File: src/rtl/uart_rx.sv
// Console UART receiver: 8N1, LSB first, mid-bit sampling from a shared baud divisor,
// feeding a small first-word-fall-through FIFO with sticky framing/overrun flags.
module uart_rx #(
  parameter int DEPTH_LOG2 = 2
) (
  input  logic       clk,
  input  logic       reset,
  input  logic [8:0] bdiv,
  input  logic       rx,
  input  logic       re,
  input  logic       err_clr,
  output logic [7:0] rdata,
  output logic       rvalid,
  output logic       ferr,
  output logic       ovr
);

  localparam int DEPTH = 1 << DEPTH_LOG2;
  localparam int CNT_W = DEPTH_LOG2 + 1;

  typedef enum logic [2:0] {
    S_IDLE,
    S_START,
    S_DATA,
    S_STOP,
    S_BREAK
  } state_t;

  state_t          state_reg, state_next;
  logic            rx_meta_reg, rx_s_reg;
  logic [9:0]      timer_reg, timer_next;
  logic [2:0]      bit_reg, bit_next;
  logic [7:0]      shift_reg, shift_next;
  logic            push, ferr_set;
  logic            half, full;

  logic [7:0]            mem [DEPTH];
  logic [DEPTH_LOG2-1:0] rd_ptr_reg, wr_ptr_reg;
  logic [CNT_W-1:0]      count_reg;
  logic                  fifo_full, do_pop, push_en, ovr_set;
  logic                  ferr_reg, ovr_reg;

  assign half = (timer_reg == {1'b0, bdiv});
  assign full = (timer_reg == {bdiv, 1'b1});

  always_ff @(posedge clk) begin
    if (reset) begin
      rx_meta_reg <= 1'b1;
      rx_s_reg    <= 1'b1;
      state_reg   <= S_IDLE;
      timer_reg   <= '0;
      bit_reg     <= '0;
      shift_reg   <= '0;
    end else begin
      rx_meta_reg <= rx;
      rx_s_reg    <= rx_meta_reg;
      state_reg   <= state_next;
      timer_reg   <= timer_next;
      bit_reg     <= bit_next;
      shift_reg   <= shift_next;
    end
  end

  always_comb begin
    state_next = state_reg;
    timer_next = timer_reg + 10'd1;
    bit_next   = bit_reg;
    shift_next = shift_reg;
    push       = 1'b0;
    ferr_set   = 1'b0;
    case (state_reg)
      S_IDLE: begin
        timer_next = '0;
        if (!rx_s_reg) state_next = S_START;
      end
      S_START: begin
        if (half) begin
          timer_next = '0;
          bit_next   = '0;
          state_next = rx_s_reg ? S_IDLE : S_DATA;
        end
      end
      S_DATA: begin
        if (full) begin
          timer_next = '0;
          shift_next = {rx_s_reg, shift_reg[7:1]};
          bit_next   = bit_reg + 3'd1;
          if (bit_reg == 3'd7) state_next = S_STOP;
        end
      end
      S_STOP: begin
        // Leave mid stop bit so a start bit immediately following is not missed.
        if (full) begin
          timer_next = '0;
          if (rx_s_reg) begin
            push       = 1'b1;
            state_next = S_IDLE;
          end else begin
            ferr_set   = 1'b1;
            state_next = S_BREAK;
          end
        end
      end
      S_BREAK: begin
        timer_next = '0;
        if (rx_s_reg) state_next = S_IDLE;
      end
      default: begin
        timer_next = '0;
        state_next = S_IDLE;
      end
    endcase
  end

  assign fifo_full = (count_reg == CNT_W'(DEPTH));
  assign do_pop    = re && (count_reg != '0);
  // A pop in the same cycle frees the slot, so a full FIFO still accepts the byte.
  assign push_en   = push && (!fifo_full || do_pop);
  assign ovr_set   = push && fifo_full && !do_pop;

  always_ff @(posedge clk) begin
    if (push_en) mem[wr_ptr_reg] <= shift_reg;
  end

  always_ff @(posedge clk) begin
    if (reset) begin
      rd_ptr_reg <= '0;
      wr_ptr_reg <= '0;
      count_reg  <= '0;
      ferr_reg   <= 1'b0;
      ovr_reg    <= 1'b0;
    end else begin
      if (push_en) wr_ptr_reg <= wr_ptr_reg + 1'b1;
      if (do_pop)  rd_ptr_reg <= rd_ptr_reg + 1'b1;
      case ({push_en, do_pop})
        2'b10:   count_reg <= count_reg + 1'b1;
        2'b01:   count_reg <= count_reg - 1'b1;
        default: count_reg <= count_reg;
      endcase
      ferr_reg <= ferr_set || (ferr_reg && !err_clr);
      ovr_reg  <= ovr_set  || (ovr_reg  && !err_clr);
    end
  end

  assign rvalid = (count_reg != '0);
  assign rdata  = rvalid ? mem[rd_ptr_reg] : 8'h00;
  assign ferr   = ferr_reg;
  assign ovr    = ovr_reg;

endmodule

File: config.mk
export PLATFORM = sky130hd
export DESIGN_NAME = uart_rx
export DESIGN_NICKNAME = d
export VERILOG_FILES = /design/src/rtl/uart_rx.sv
export SDC_FILE = /design/constraint.sdc
export NUM_CORES = 1
export LEC_CHECK = 0
export CAP_MARGIN = 20
export CORE_MARGIN = 2
export CORE_UTILIZATION = 35
export DETAILED_ROUTE_END_ITERATION = 6
export MAX_ROUTING_LAYER = met4
export PLACE_DENSITY_LB_ADDON = 0.25
export SYNTH_ARGS = -nofsm -noshare
export SYNTH_HDL_FRONTEND = slang
export SYNTH_SLANG_ARGS = --single-unit
File: constraint.sdc
create_clock -name clk -period 3.2 [get_ports clk]
set_input_delay 0.32 -clock clk [delete_from_list [all_inputs] [get_ports clk]]
set_output_delay 0.32 -clock clk [all_outputs]
set_load 0.01 [all_outputs]
==> results.md, run 1 <==
* Status: completed
* Number of H-tree levels at 3
* Hold Violations, Final at 0
* Critical Path RT at roughly 2900 ps
* GPL Wtd Cong at slightly below 0.8
* Die Height at 98.9 um
* DRT Pass-1 Iters at 4
* Sink Count at slightly below 70
* Clock-pin transition on the worst setup and hold timing paths at about 80 ps
* Final setup fails at 0
* Element type at the critical path start: register
* Total track usage at ~13%
* Average size of a mapped cell at roughly 12 sq um
* Antenna cell count at 0
* Total routed wirelength at around 5600 um
* CTS tree: done
* Placement Cell Area at about 3500 sq um
* Final net count at approximately 320
* CTS buffer count at 9
* Area added between synthesis and finish at 17.3%
* Maxcap violations at 0
* CTS max path bufs at 2
* Max FFs per register at 32
* Clk Tree Root Cell: clkbuf_8
* Die Wd at between 90 and 100 um
* First-pass GRT wire length at 9350 um
* CP endpoint kind: output port
* Share of cells above drive strength 1 at 12.9%
* Wire per inst at ~14 um
* Post-route cell area at around 3700 sq um
* Register area at ~1700 sq um
* Initial antenna violation count at 0
* Syn Nets at between 200 and 300
* Post-route DRC at 0
* Post-layout min period at approximately 2600 ps
* Final cell count without fillers at slightly above 400
* Post-route ant nets at 0
* Final Cycle Share at 79.9%
* EDFF count, synth at 32
* Crit-path cells: mux4_2 > and2_1 > clkdlybuf4s50_1
* Unique masters post-synth at 47
* Max Fanout on Critical Path at 8
* Multi-input logic area at 1360 sq um
* Vias at 1992
* Least-Margin Pin Slew at a little under 600 ps
* Top post-synthesis cells by area: edfxtp_1, dfxtp_1, xor2_1
* Buf/Inv on CP at 1
* RSZ-0062 raised after global routing: no
* HPWL after detailed placement at just under 4000 um
* Hold Crit Class: register to register
* Final setup TNS at 0 ps
* Fin. max-slew vios at 0
* Inst Count DP at approximately 400
* Site Rows at 34
* Post-Syn Instances at approximately 270
* Power density cells at 659 nW/um^2
* Fin Clk Skew at approximately 11 ps
* Peak Freq at 391 MHz
* CP delay by family, top: flip-flops
* Initial drt markers at between 40 and 50
* Worst setup path class: register to output port
* Largest area contributor in the netlist: edfxtp_1
* Yosys warns at 0
* Congestion Overflow GR at 0
* Core Region at a little under 9000 sq um
* Worst IR Drop VDD at between 0.2 and 0.3 mV
* Post-DR vias/cell at about 4.9
* Synthesis-stage register bit count at 69
* Post-cts sizing count at 0
* Leakage power figure at 1.28 nW
* Port bufs at 24
* Worst Path Arrival at 2240 ps
* Max-slew headroom at around three fifths
* Boundary Pins at 25
* Total setup buffers inserted after CTS at 0
* DIE AREA at just under 10000 sq um
* Post-synth ARST share at 0%
* Slowest-stage cell, CP: dfxtp_1
* Share of the synthesized area in the top cell type at between 30% and 40%
* # hold bufs at CTS at 0
* Fill cells at slightly above 800
* Worst R2R Setup Slack at a little over 900 ps
* Crit path largest cell delay at between 600 and 700 ps
* Starting density of the core at 36.2%
* Vias in the first global route at 1934
* Pin count of the biggest net entering global routing at 17
* Top_reg_cell synth: dfxtp_1
* Seq/Total Area, Yosys at between 50 and 60%
* Clk_lat worst skew at around 350 ps
* Synthesized cell area at 3150 sq um
==> routing by layer <==
metal	routed length (um)	part of all wire [%]	GRT usage, %	vias up
met2	2800	50	21.0	40
met5	0	0	-	-
li1	-	-	-	1002
met1	2450	44	14.5	944
met4	73	1.3	5.37	0
met3	280	5.0	4.04	6
==> metrics by stage <==
stage	util (%)	power, mW	setup slack, ps	hold WS [ps]
after floorplan	-	1.40	1180	389
after global placement	39.9	1.68	587	392
after detailed placement	39.9	1.69	571	403
after CTS	42.4	2.48	543	416
after global routing	42.4	2.56	484	433
final	42.4	2.44	642	411
==> cell usage in the layout, fill, tap and decap left out, drive strengths merged, types with 2 or more instances in the layout <==
| master | instances |
|---|---|
| o21ai | 3 |
| bufinv | 2 |
| buf | 2 |
| dfxtp | 37 |
| nor4b | 3 |
| mux2i | 2 |
| nand3 | 12 |
| nand2b | 4 |
| clkbuf | 9 |
| or2 | 2 |
| nor3 | 2 |
| ha | 7 |
| edfxtp | 32 |
| inv | 7 |
| clkdlybuf4s50 | 24 |
| and3 | 4 |
| nand2 | 26 |
| a21oi | 15 |
| clkinv | 3 |
| nor4 | 5 |
| mux4 | 8 |
| xor2 | 24 |
| mux2 | 4 |
| and2 | 17 |
| xnor2 | 7 |
| nand4 | 2 |
| nor2 | 21 |
| nor2b | 4 |
==> final timing paths <==
check                           cells past startpoint          from           end
worst max register to register                      7  timer_reg[3]  count_reg[2]
worst min register to register                      1   rx_meta_reg      rx_s_reg
worst max-delay path                                3      register      rdata[4]
worst min-delay path                                1   rx_meta_reg      rx_s_reg
==> layout make-up <==
class	instances	share of cell area [%]
Clock buffer	9	3.35
Clock inverter	7	2.67
Inverter	6	0.609
Multi-Input combinational cell	185	36.8
Sequential cell	69	46.0
Tap cell	108	3.65
Timing Repair Buffer	26	6.90
==> synthesized netlist by cell type (all sizes together), types with 5 or more instances <==
cell,n
xor2,24
xnor2,7
dfxtp,37
inv,6
nand3,12
nand2,26
nor4,5
nor2,21
mux4,8
and2,17
buf,5
edfxtp,32
clkbuf,9
ha,7
a21oi,15
==> kinds of logic (layout without fill, tap and decap cells) <==
kind of cell,after synthesis,in the layout,synth area share (%)
mux,14,14,7.89
simple gates,108,108,18.3
buf+inv,20,48,2.86
xor+xnor,31,31,8.85
fa+ha+maj,8,8,3.41
compound gates,24,24,4.72
flops,69,69,53.9
==> report_power, final <==
group | leakage [nW] | internal [mW] | switching [mW] | total, mW
logic | 0.578 | 0.380 | 0.252 | 0.632
registers | 0.590 | 0.950 | 0.0704 | 1.02
clock network | 0.110 | 0.442 | 0.344 | 0.786
total | 1.28 | 1.77 | 0.667 | 2.44
Power figures use the tool's default switching activity.
==> inputs of run 2 (changes only) <==
==> constraint.sdc (replaced) <==
create_clock -name clk -period 2.2 [get_ports clk]
set_input_delay 0.22 -clock clk [delete_from_list [all_inputs] [get_ports clk]]
set_output_delay 0.22 -clock clk [all_outputs]
set_load 0.01 [all_outputs]
==> run 2 against run 1 <==
Effect of this change: power is 51% higher; sequential power is 39% higher; via count is 7.0% higher; critical path type is now input pin to register; global-route usage is 0.44 points higher; worst setup slack worse by 550 ps; largest power group unchanged; core utilization is 5.1 points higher; design area is 12% higher; largest cell class unchanged.
==> results.md, run 2 (same netlist as run 1, synthesis figures left out) <==
* # hold bufs at CTS at 0 (unchanged)
* DRT Pass-1 Iters at 4 (unchanged)
* Peak Freq at 474 MHz
* Slowest-stage cell, CP: clkdlybuf4s50_1 (was dfxtp_1)
* Die Height at 98.9 um (unchanged)
* CTS tree: done (unchanged)
* Sw Share at 27.6% (was 27.3%)
* Worst path depth at 9 (was 3)
* Buf/Inv on CP at 2 (was 1)
* Status: completed (unchanged)
* Critical Path RT at 2430 ps (was 2880 ps)
* Pin count of the biggest net entering global routing at 15 (was 17)
* Hold Violations, Final at 0 (unchanged)
* Fin Clk Skew at 11.8 ps (was 10.8 ps)
* Commonest non-fill, non-tap cell in the layout: buf_4 (was dfxtp_1)
* Sink Count at 69 (unchanged)
* Total Power at 3.67 mW (was 2.44 mW)
* Clk Tree Root Cell: clkbuf_8 (unchanged)
* Site Rows at 34 (unchanged)
* Max-slew headroom at 71.8% (was 60.0%)
* Number of H-tree levels at 3 (unchanged)
* Reg2Reg Capture Point: count_reg[2] (unchanged)
* Inst Count DP at 434 (was 394)
* Worst Path Arrival at 2340 ps (was 2240 ps)
* Max Fanout on Critical Path at 2 (was 8)
* Wire per inst at 12.7 um (was 13.7 um)
* Worst R2R Setup Slack at 120 ps (was 930 ps)
* Total track usage at 13.3% (was 12.8%)
* Vias in the first global route at 2044 (was 1934)
* Hold Crit Class: register to register (unchanged)
* Final setup fails at 0 (unchanged)
* CTS buffer count at 9 (unchanged)
* Post-route ant nets at 0 (unchanged)
* Internal at 2.66 mW (was 1.77 mW)
* Fin. max-slew vios at 0 (unchanged)
* Sw Pwr at 1.01 mW (was 0.667 mW)
* Part of the power in combinational logic at 29.3% (was 25.9%)
* Final net count at 363 (was 319)
* Share of cells above drive strength 1 at 25.1% (was 12.9%)
* Leakage power figure at 1.60 nW (was 1.28 nW)
* Vias at 2132 (was 1992)
* Most frequent cells in the layout: buf_4, dfxtp_1, edfxtp_1 (was dfxtp_1, edfxtp_1, nand2_1)
* Antenna cell count at 0 (unchanged)
* Congestion Overflow GR at 0 (unchanged)
* Hold path cells at 1 (unchanged)
* Boundary Pins at 25 (unchanged)
* Total routed wirelength at 5770 um (was 5600 um)
* Least-Margin Pin Slew at 422 ps (was 595 ps)
* Max FFs per register at 32 (unchanged)
* First-pass GRT wire length at 9870 um (was 9350 um)
* CP startpoint: bdiv[4]
* Clock Power Share at 32.0% (was 32.2%)
* Port bufs at 24 (unchanged)
* HPWL after detailed placement at 4290 um (was 3920 um)
* Power density cells at 887 nW/um^2 (was 659 nW/um^2)
* Die Wd at 98.9 um (unchanged)
* CP delay by family, top: multiplexers (was flip-flops)
* Initial drt markers at 96 (was 42)
* Core Region at 8720 sq um (unchanged)
* Post-layout min period at 2110 ps
* Final Cycle Share at 95.8%
* Element type at the critical path start: input pin (was register)
* Crit path largest cell delay at 460 ps (was 680 ps)
* Clock-pin transition on the worst setup and hold timing paths at 80 ps (about the same)
* Worst-case reg-to-reg path depth at 8 (was 7)
* Worst setup path endpoint: count_reg[2] (was rdata[4])
* DIE AREA at 9790 sq um (unchanged)
* Initial antenna violation count at 0 (unchanged)
* Crit-path cells: clkdlybuf4s50_1 > xor2_2 > nor4b_2 > buf_4 > nand4_1 > nand2_1 > fa_1 > mux2_2 > mux2_4 (was mux4_2 > and2_1 > clkdlybuf4s50_1)
* CTS max path bufs at 2 (unchanged)
* Clk_lat worst skew at 340 ps (was 350 ps)
* CP endpoint kind: register (was output port)
* Reg2reg start: timer_reg[9] (was timer_reg[3])
* Starting density of the core at 36.2% (unchanged)
* Final cell count without fillers at 454 (was 410)
* Worst setup path class: input pin to register (was register to output port)
* Maxcap violations at 0 (unchanged)
* Post-route DRC at 0 (unchanged)
* Post-DR vias/cell at 4.70 (was 4.86)
* Area added between synthesis and finish at 31.3% (was 17.3%)
* Sequential Power Share at 38.8% (was 41.8%)
* Worst IR Drop VDD at 0.364 mV (was 0.287 mV)
* GPL Wtd Cong at 0.815 (was 0.772)
-- run 2: changes by cell type in the layout (fill, tap and decap cells not counted), sizes merged --
cell and delta:
clkinv -2, buf +44, clkdlybuf4s50 -8, dlygate4sd2 +4
inv +2, dlymetal6s2s +4
-- run 2: worst register-to-register path: cells and delay by family (launching register included) --
family,cells,cell delay (ps)
flip-flops,1,380
AND/OR/NAND/NOR,3,260
XOR/XNOR,1,250
multiplexers,2,580
adder cells (fa/ha/maj),1,370
buffers and inverters,1,140
-- run 2: worst min path at each step --
stage	slack (ps)	end	start
6_report	420	rx_s_reg	rx_meta_reg
5_1_grt	420	rx_meta_reg	rx
4_1_cts	410	rx_meta_reg	rx
3_5_place_dp	400	rx_s_reg	rx_meta_reg
3_3_place_gp	390	rx_s_reg	rx_meta_reg
2_1_floorplan	320	rx_meta_reg	rx
-- run 2: power groups by stage --
stage	logic (mW)	clock network (mW)	registers [mW]
after detailed placement	1.11	0	1.45
final	1.07	1.17	1.42
after CTS	1.10	1.20	1.42
after floorplan	0.596	0	1.44
after global routing	1.17	1.26	1.43
after global placement	1.10	0	1.45
-- run 2: layer usage --
metal  wire length, um  part of all wire (%)  up-vias  track usage [%]
li1                  -                     -     1096                -
met1              2670                    46     1000             16.1
met2              2830                    49       31             21.5
met3               204                   3.5        5             3.40
met4                62                   1.1        0             4.74
met5                 0                     0        -                -
-- run 2: timing repair --
action / CTS / global route
gates cloned: 0 / 0
resized for setup: 5 / 8
pin swaps: 0 / 0
setup buffers: 3 / 1
setup endpoints to repair: 8 / 5
-- run 2: layout make-up --
| cell class | instances | area (sq um) |
|---|---|---|
| clock buffers | 9 | 124 |
| clock inverters | 7 | 105 |
| fillers | 814 | 4580 |
| multi-input cells | 185 | 1380 |
| inverters | 6 | 22.5 |
| flip-flops and latches | 69 | 1700 |
| repair buffers | 70 | 669 |
| well taps | 108 | 135 |
-- run 2: per-stage QoR --
stage	worst slack, ps	hold slack [ps]	cell area, sq um	util (%)	TNS [ps]
after floorplan	182	324	3150	-	0
after global placement	-265	391	3850	44.2	-3180
after detailed placement	-291	398	3850	44.2	-4110
after CTS	4.01	407	4100	47.0	0
after global routing	-15.4	417	4140	47.5	-15.4
final	92.5	417	4140	47.5	0
